$ cat src/rtl/regfile_wb_arbiter_if.sv
// Writeback request bundle shared by the EX and MEM requesters.
// master = requester side, slave = arbiter side.
interface regfile_wb_arbiter_if #(
    parameter int DATA_WIDTH = 64,
    parameter int RD_W       = 5
);
    logic                  ex_valid;
    logic                  ex_ready;
    logic [RD_W-1:0]       ex_rd;
    logic [DATA_WIDTH-1:0] ex_data;

    logic                  mem_valid;
    logic                  mem_ready;
    logic [RD_W-1:0]       mem_rd;
    logic [DATA_WIDTH-1:0] mem_data;

    modport master (
        output ex_valid, ex_rd, ex_data,
        output mem_valid, mem_rd, mem_data,
        input  ex_ready, mem_ready
    );

    modport slave (
        input  ex_valid, ex_rd, ex_data,
        input  mem_valid, mem_rd, mem_data,
        output ex_ready, mem_ready
    );
endinterface

$ cat src/rtl/regfile_wb_arbiter.sv
// Round-robin arbiter for the single RegFile write port (EX vs MEM).
// Optional decode bypass enabled by defining REGFILE_WB_BYPASS_EN.
module regfile_wb_arbiter #(
    parameter int DATA_WIDTH_POW  = 6,
    parameter int DATA_WIDTH      = 1 << DATA_WIDTH_POW,
    parameter int GEN_REG_COUNT   = 32,
    parameter int STALL_CNT_WIDTH = 16,
    // 5 for the default 32-entry register file
    parameter int RD_W            = $clog2(GEN_REG_COUNT)
) (
    input  logic                       clk_in,
    input  logic                       reset,
    regfile_wb_arbiter_if.slave        wb,
    output logic                       regWrite_ctrl,
    output logic [RD_W-1:0]            rd_out,
    output logic [DATA_WIDTH-1:0]      writeData_out,
    output logic [STALL_CNT_WIDTH-1:0] stall_cnt
`ifdef REGFILE_WB_BYPASS_EN
    ,
    input  logic [RD_W-1:0]            rs1_in,
    input  logic [RD_W-1:0]            rs2_in,
    output logic                       byp1_hit,
    output logic                       byp2_hit,
    output logic [DATA_WIDTH-1:0]      byp1_data,
    output logic [DATA_WIDTH-1:0]      byp2_data
`endif
);

    typedef enum logic {
        PRIO_EX  = 1'b0,
        PRIO_MEM = 1'b1
    } prio_e;

    prio_e prio;
    prio_e prio_nxt;

    logic                  both_valid;
    logic                  grant;
    logic                  wr_en;
    logic [RD_W-1:0]       sel_rd;
    logic [DATA_WIDTH-1:0] sel_data;
    logic                  stall_evt;
    logic                  stall_sat;

    assign both_valid = wb.ex_valid && wb.mem_valid;

    // Priority pointer register
    always_ff @(posedge clk_in) begin
        if (reset) begin
            prio <= PRIO_EX;
        end else begin
            prio <= prio_nxt;
        end
    end

    // Next priority: only contention moves the pointer, to the loser
    always_comb begin
        prio_nxt = prio;
        if (both_valid) begin
            prio_nxt = (prio == PRIO_EX) ? PRIO_MEM : PRIO_EX;
        end
    end

    // Grants: a lone requester always wins, contention goes to prio
    always_comb begin
        wb.ex_ready  = 1'b0;
        wb.mem_ready = 1'b0;
        if (!reset) begin
            wb.ex_ready  = wb.ex_valid &&
                           (!wb.mem_valid || prio == PRIO_EX);
            wb.mem_ready = wb.mem_valid &&
                           (!wb.ex_valid || prio == PRIO_MEM);
        end
    end

    // Winner mux and x0 filter feeding the write-port register
    always_comb begin
        grant    = wb.ex_ready || wb.mem_ready;
        sel_rd   = wb.ex_ready ? wb.ex_rd   : wb.mem_rd;
        sel_data = wb.ex_ready ? wb.ex_data : wb.mem_data;
        wr_en    = grant && (sel_rd != '0);
    end

    // Write-port register; x0 writes and idle cycles stage a clean zero
    always_ff @(posedge clk_in) begin
        if (reset) begin
            regWrite_ctrl <= 1'b0;
            rd_out        <= '0;
            writeData_out <= '0;
        end else if (wr_en) begin
            regWrite_ctrl <= 1'b1;
            rd_out        <= sel_rd;
            writeData_out <= sel_data;
        end else begin
            regWrite_ctrl <= 1'b0;
            rd_out        <= '0;
            writeData_out <= '0;
        end
    end

    assign stall_evt = (wb.ex_valid && !wb.ex_ready) ||
                       (wb.mem_valid && !wb.mem_ready);
    assign stall_sat = &stall_cnt;

    // Saturating count of cycles where a requester was held off
    always_ff @(posedge clk_in) begin
        if (reset) begin
            stall_cnt <= '0;
        end else if (stall_evt && !stall_sat) begin
            stall_cnt <= stall_cnt + 1'b1;
        end
    end

`ifdef REGFILE_WB_BYPASS_EN
    // Forward the staged write to decode before RegFile commits it
    always_comb begin
        byp1_hit  = regWrite_ctrl && (rd_out == rs1_in) &&
                    (rs1_in != '0);
        byp2_hit  = regWrite_ctrl && (rd_out == rs2_in) &&
                    (rs2_in != '0);
        byp1_data = byp1_hit ? writeData_out : '0;
        byp2_data = byp2_hit ? writeData_out : '0;
    end
`endif

endmodule

$ cat src/flat_wrapper.sv
// flat-port wrapper written by rule: the top's interface ports become plain ports
module regfile_wb_arbiter_flat 
#(
    parameter int DATA_WIDTH_POW  = 6,
    parameter int DATA_WIDTH      = 1 << DATA_WIDTH_POW,
    parameter int GEN_REG_COUNT   = 32,
    parameter int STALL_CNT_WIDTH = 16,
                                               
    parameter int RD_W            = $clog2(GEN_REG_COUNT)
)
  (clk_in, reset, regWrite_ctrl, rd_out, writeData_out, stall_cnt, wb_ex_valid, wb_ex_rd, wb_ex_data, wb_mem_valid, wb_mem_rd, wb_mem_data, wb_ex_ready, wb_mem_ready);
  regfile_wb_arbiter_if #(.DATA_WIDTH(DATA_WIDTH), .RD_W(RD_W)) wb_i ();
  input  logic clk_in;
  input  logic reset;
  output logic regWrite_ctrl;
  output logic [RD_W-1:0] rd_out;
  output logic [DATA_WIDTH-1:0] writeData_out;
  output logic [STALL_CNT_WIDTH-1:0] stall_cnt;
  input wire logic [$bits(wb_i.ex_valid)-1:0] wb_ex_valid;
  input wire logic [$bits(wb_i.ex_rd)-1:0] wb_ex_rd;
  input wire logic [$bits(wb_i.ex_data)-1:0] wb_ex_data;
  input wire logic [$bits(wb_i.mem_valid)-1:0] wb_mem_valid;
  input wire logic [$bits(wb_i.mem_rd)-1:0] wb_mem_rd;
  input wire logic [$bits(wb_i.mem_data)-1:0] wb_mem_data;
  output wire logic [$bits(wb_i.ex_ready)-1:0] wb_ex_ready;
  output wire logic [$bits(wb_i.mem_ready)-1:0] wb_mem_ready;
  assign wb_i.ex_valid = wb_ex_valid;
  assign wb_i.ex_rd = wb_ex_rd;
  assign wb_i.ex_data = wb_ex_data;
  assign wb_i.mem_valid = wb_mem_valid;
  assign wb_i.mem_rd = wb_mem_rd;
  assign wb_i.mem_data = wb_mem_data;
  assign wb_ex_ready = wb_i.ex_ready;
  assign wb_mem_ready = wb_i.mem_ready;
  regfile_wb_arbiter #(.DATA_WIDTH_POW(DATA_WIDTH_POW), .DATA_WIDTH(DATA_WIDTH), .GEN_REG_COUNT(GEN_REG_COUNT), .STALL_CNT_WIDTH(STALL_CNT_WIDTH), .RD_W(RD_W)) u_core (.clk_in(clk_in), .reset(reset), .wb(wb_i), .regWrite_ctrl(regWrite_ctrl), .rd_out(rd_out), .writeData_out(writeData_out), .stall_cnt(stall_cnt));
endmodule
$ cat config.mk
export PLATFORM = sky130hd
export DESIGN_NAME = regfile_wb_arbiter_flat
export DESIGN_NICKNAME = d
export VERILOG_FILES = /design/src/rtl/regfile_wb_arbiter_if.sv /design/src/rtl/regfile_wb_arbiter.sv /design/src/flat_wrapper.sv
export SDC_FILE = /design/constraint.sdc
export NUM_CORES = 1
export LEC_CHECK = 0
export CORE_UTILIZATION = 32
export CTS_CLUSTER_SIZE = 10
export DETAILED_ROUTE_END_ITERATION = 7
export PLACE_DENSITY = 0.77
export SYNTH_ARGS = -nofsm -noshare
export SYNTH_HDL_FRONTEND = slang
export SYNTH_SLANG_ARGS = --single-unit
export TNS_END_PERCENT = 1
$ cat constraint.sdc
create_clock -name clk_in -period 1.54 [get_ports clk_in]
set_input_delay 0.231 -clock clk_in [delete_from_list [all_inputs] [get_ports clk_in]]
set_output_delay 0.231 -clock clk_in [all_outputs]
set_load 0.01 [all_outputs]
# After elaboration in Yosys (flattened, before gate mapping)

Index checks and enable logic that the tools add are counted.

Register bits: 87
Bits in latches: 0
Memory bits (writable): 0
Bits in read-only memories: 0
Output and inout port bits: 88
Memories: 0

Add/sub/neg operators: 1
Multiply operators: 0
Divide/modulo/power cells: 0
Order comparisons: 0
Eq/ne operators: 0
Shift-type cells: 0
Multiplexer cells: 6
Bitwise logic cells: 2
Reduce and logical (&&, ||, !) cells: 19

Operators by type and width:

| operator                                                        | number |
|---|---|
| 64-bit 2-to-1 mux                                               | 1 |
| 16-bit by 1-bit adder with 16-bit output, second input constant | 1 |
| 16-bit AND reduction                                            | 1 |
| 1-bit logical AND                                               | 7 |
| 1-bit zero test                                                 | 5 |
| 5-bit 2-to-1 mux                                                | 1 |
| 5-bit nonzero test                                              | 1 |
| 1-bit logical OR                                                | 4 |
| 1-bit 2-to-1 mux                                                | 4 |
| 1-bit inverter                                                  | 2 |
| 2-bit OR reduction                                              | 1 |

# Depth between registers and ports, before layout

Depth after elaboration: 9
Gate-level depth with buffers: 8
Gate-level depth less buffers: 5

# Least setup slack after synthesis

OpenSTA, ideal clock, no wires.

Kind: register to register
Start point: register u_core.stall_cnt[0]
End point: register u_core.stall_cnt[1]
Setup time: 0.128 ns
Arrival time: 1.482 ns
Path slack: -0.070 ns
Stages on the path, launching flop included: 7
Period minus slack after synthesis: 1.610 ns
Cells stage by stage: dfxtp_1 ha_1 nand3_1 o41ai_2 buf_4 mux2i_1 nor2_1

Longest elaborated chain between the ends: 3
Elaborated cells between the ends (all ways): 4

Ends and longest elaborated chain:

| item                                                                             | RTL line                  | text |
|---|---|---|
| start, declared                                                                  | regfile_wb_arbiter.sv:17  | `output logic [STALL_CNT_WIDTH-1:0] stall_cnt` |
| start signal, assigned                                                           | regfile_wb_arbiter.sv:110 | `stall_cnt <= stall_cnt + 1'b1;` |
| branches (longest 3 deep; another with 16-bit by 1-bit adder with 16-bit output) | n/a                       |  |

Several ways; the timed one is not identified.
A chain may end at the register's enable or synchronous reset.

# Worst setup path in the final report

Start point: register u_core.stall_cnt[7]
End point: register u_core.stall_cnt[15]

Same word-level chain as after synthesis.

==> impl_results.md <==
* Hold/Removal Path Class: in -> reg
* Grt ovf at 0
* DR WL/cell at 14.1 um
* Pwr Density at 774 nW/um^2
* CTS max path bufs at 2
* Area of the mapped netlist at 3300 sq um
* Hold-fix buffers at CTS at 0
* Final WL at 11.4 mm
* Layout Nets at 813
* Worst skew pair latency at 340 ps
* CP endpoint kind: flop
* Reg2Reg Depth at 5
* Synth Instances at 408
* Synth cell types at 35
* Failing checks: negative setup slack
* Routed Antenna Nets at 0
* Final RePlAce weighted congestion at 0.828
* Layout cells sized above 1 at 0.139
* Crit-path max cell delay at 530 ps
* Standby leakage power at 2.58 nW
* Synth area leaders: dfxtp_1 (53%), nand2_1 (16%), a21oi_1 (12%)
* Post-synth top cells: nand2_1 (144), dfxtp_1 (87), a21oi_1 (81)
* DP Worst Slack at -459 ps
* # IOs at 230
* RSZ-0062 raised after global routing: true
* Vias per inst at 4.76
* CTS H-tree depth at 3
* Clock-pin transition on the worst setup and hold timing paths at 80 ps
* Row cnt at 36
* Core area at 9910 sq um
* Worst path bufs/invs at 1
* Setup violators final at 52
* Post-synth top area share at 0.527
* RR Endpoint: u_core.stall_cnt[15]$_SDFFE_PP0P_
* Number of flops mapped to enable cells by yosys at 0
* Final period util at 1.04
* Final cell count without fillers at 808
* Yosys warning count at 0
* Comb power frac at 0.226
* Pint at 0.00364 W
* RR Startpoint: u_core.stall_cnt[7]$_SDFFE_PP0P_
* Syn Nets at 551
* R2r setup slk at -50 ps
* Beginning of the critical path: u_core.stall_cnt[7]$_SDFFE_PP0P_
* Clock network fraction of total power at 0.279
* Die X at 104 um
* CP Depth at 5
* Pre-antenna DRT Iters at 4
* Critical-path cell list: buf_4 -> and4_4 -> nand3_4 -> or4_4 -> a21oi_2
* # diodes at 0
* Worst Path Required at 1820 ps
* Filler cells at 836
* Starting DRC count in detailed routing at 156
* Sequential-to-total area share from yosys stat at 0.527
* Outcome: complete, but fails checks
* Setup ws final at -54.0 ps
* Area Growth Syn to Fin at 90.9%
* First-pass GRT wire length at 18.2 mm
* All-Layer GR Usage at 0.212
* Switch share at 0.255
* Count of final hold-check violations at 0
* Dpl cell area at 6040 sq um
* Slew at the pin closest to its max-slew limit at 520 ps
* Final setup TNS at -1040 ps
* Crit Path Class: reg -> reg
* Seq pwr share at 0.495
* Max FO, Critical Path at 7
* Yosys top cell by area: dfxtp_1
* Mapped Avg Cell Area at 8.10 sq um
* Max frequency at 627 MHz
* Cell area after layout at 6300 sq um
* Vias in the first global route at 3972
* Initial antenna violation count at 0
* Setup Skew at 5.06 ps
* Chip height at 104 um
* CP Launch Type: flop
* Sw power at 0.00124 W
* I/O Buffers at 229
* Max Cap Viol at 0
* Initial core utilization at 0.333
* CP delay by family, top: simple AND/OR/NAND/NOR gates
* CTS tree: yes
* Cell with the most instances after synthesis: nand2_1
* Max VDD drop at 0.000517 V
* Inst Count DP at 790
* Synth Flop Type: dfxtp_1
* Max-slew headroom at 0.653
* Register bit total from synthesis at 87
* Max-slew violations at 0
* DPL Wire Length at 8.35 mm
* Crit path to: u_core.stall_cnt[15]$_SDFFE_PP0P_
* Largest net degree at the start of global routing at 69
* Worst EP arrival at 1870 ps
* Number of CTS-inserted buffers at 9
* Via Count at 3847
* Residual DRC at 0
* Async SR Flop Fraction at 0
* Crit path time final at 1590 ps
* Die area at 10700 sq um
* Root buffer cell: clkbuf_8
* CP max stage cell: or4_4
* CTS sink cnt at 87
-- power groups by stage --
stage | clock network [W] | logic [W] | registers, W
after floorplan | 0 | 0.000286 | 0.00254
after global placement | 0 | 0.00107 | 0.00246
after detailed placement | 0 | 0.00109 | 0.00247
after CTS | 0.00141 | 0.00109 | 0.00242
after global routing | 0.00150 | 0.00119 | 0.00243
final | 0.00136 | 0.00110 | 0.00242
-- cell usage in the layout, fill, tap and decap left out, types with 2 or more instances in the layout --
cell             netlist  layout
a21oi_1               81      78
a21oi_2                0       3
and4_4                 0       2
buf_12                 0       4
buf_4                  4      42
buf_6                  1       2
clkbuf_1              10       4
clkbuf_8               0       9
clkdlybuf4s15_2        0       2
clkdlybuf4s50_1        0     204
clkinvlp_4             0       2
dfxtp_1               87      76
dfxtp_2                0      10
dlygate4sd2_1          0      22
inv_1                  4       4
mux2i_1                2       2
nand2_1              144     144
nand3_1                5       4
nand3_4                0       2
nand4_1                4       4
nor2_1                 6       6
o21ai_0                7       6
o31ai_1                6       5
or3_1                  7       7
or4_1                  7       6
xor2_1                 3       3
-- worst reg2reg max path: cells and delay by family (launching register included) --
family | cells | cell delay [ps]
AO/OA/AOI/OAI | 1 | 150
flip-flops | 1 | 330
AND/OR/NAND/NOR | 3 | 930
buffers and inverters | 1 | 110
-- sequential cells by signal, summed over array words and instances, names as in the netlist --
name                  cells
u_core.stall_cnt         16
u_core.writeData_out     64
u_core.rd_out             5
u_core.prio               1
u_core.regWrite_ctrl      1
-- metal layers --
metal / vias to the layer above / track usage / wire length [um]
met4: 0 / 0.107 / 354
met5: - / 0 / 0
li1: 1889 / - / -
met1: 1757 / 0.218 / 4360
met2: 173 / 0.387 / 5770
met3: 28 / 0.0629 / 906
-- layout make-up --
type                       instances  area [sq um]  area share
multi-input combinational        290          1520       0.240
clock buffer                      13           139      0.0220
tap                              133           166      0.0264
sequential                        87          1760       0.279
inverter                           5          18.8     0.00298
timing repair buffer             277          2690       0.426
clock inverter                     3          20.0     0.00318
-- kinds of logic after synthesis --
| family | after synthesis | share of synthesized area |
|---|---|---|
| AND/OR/NAND/NOR | 182 | 0.237 |
| AO/OA/AOI/OAI | 101 | 0.166 |
| flip-flops | 87 | 0.527 |
| buffers and inverters | 31 | 0.0492 |
| XOR/XNOR | 3 | 0.00796 |
| multiplexers | 2 | 0.00606 |
| adder cells (fa/ha/maj) | 2 | 0.00720 |
-- what timing repair did --
action,4_1_cts,5_1_grt
setup endpoints to repair,96,63
buffers inserted,0,2
resized for setup,42,15
pin swaps,6,9
-- stage by stage --
step,util,hold WS [ps],total power [W]
2_1_floorplan,-,364,0.00282
3_3_place_gp,0.610,595,0.00353
4_1_cts,0.629,254,0.00492
5_1_grt,0.636,277,0.00512
6_report,0.636,277,0.00488
3_5_place_dp,0.610,600,0.00356
-- how the worst min path moves through the flow --
stage / end / startpoint / cells past startpoint
final: u_core.rd_out[4]$_SDFF_PP0_ / wb_ex_rd[4] / 3
after global routing: u_core.rd_out[4]$_SDFF_PP0_ / wb_ex_rd[4] / 3
after CTS: u_core.rd_out[4]$_SDFF_PP0_ / wb_ex_rd[4] / 3
after detailed placement: u_core.stall_cnt[15]$_SDFFE_PP0P_ / u_core.stall_cnt[15]$_SDFFE_PP0P_ / 3
after global placement: u_core.stall_cnt[15]$_SDFFE_PP0P_ / u_core.stall_cnt[15]$_SDFFE_PP0P_ / 3
after floorplan: u_core.writeData_out[46]$_SDFF_PP0_ / wb_ex_data[46] / 2
(Power assumes the default switching activity.)
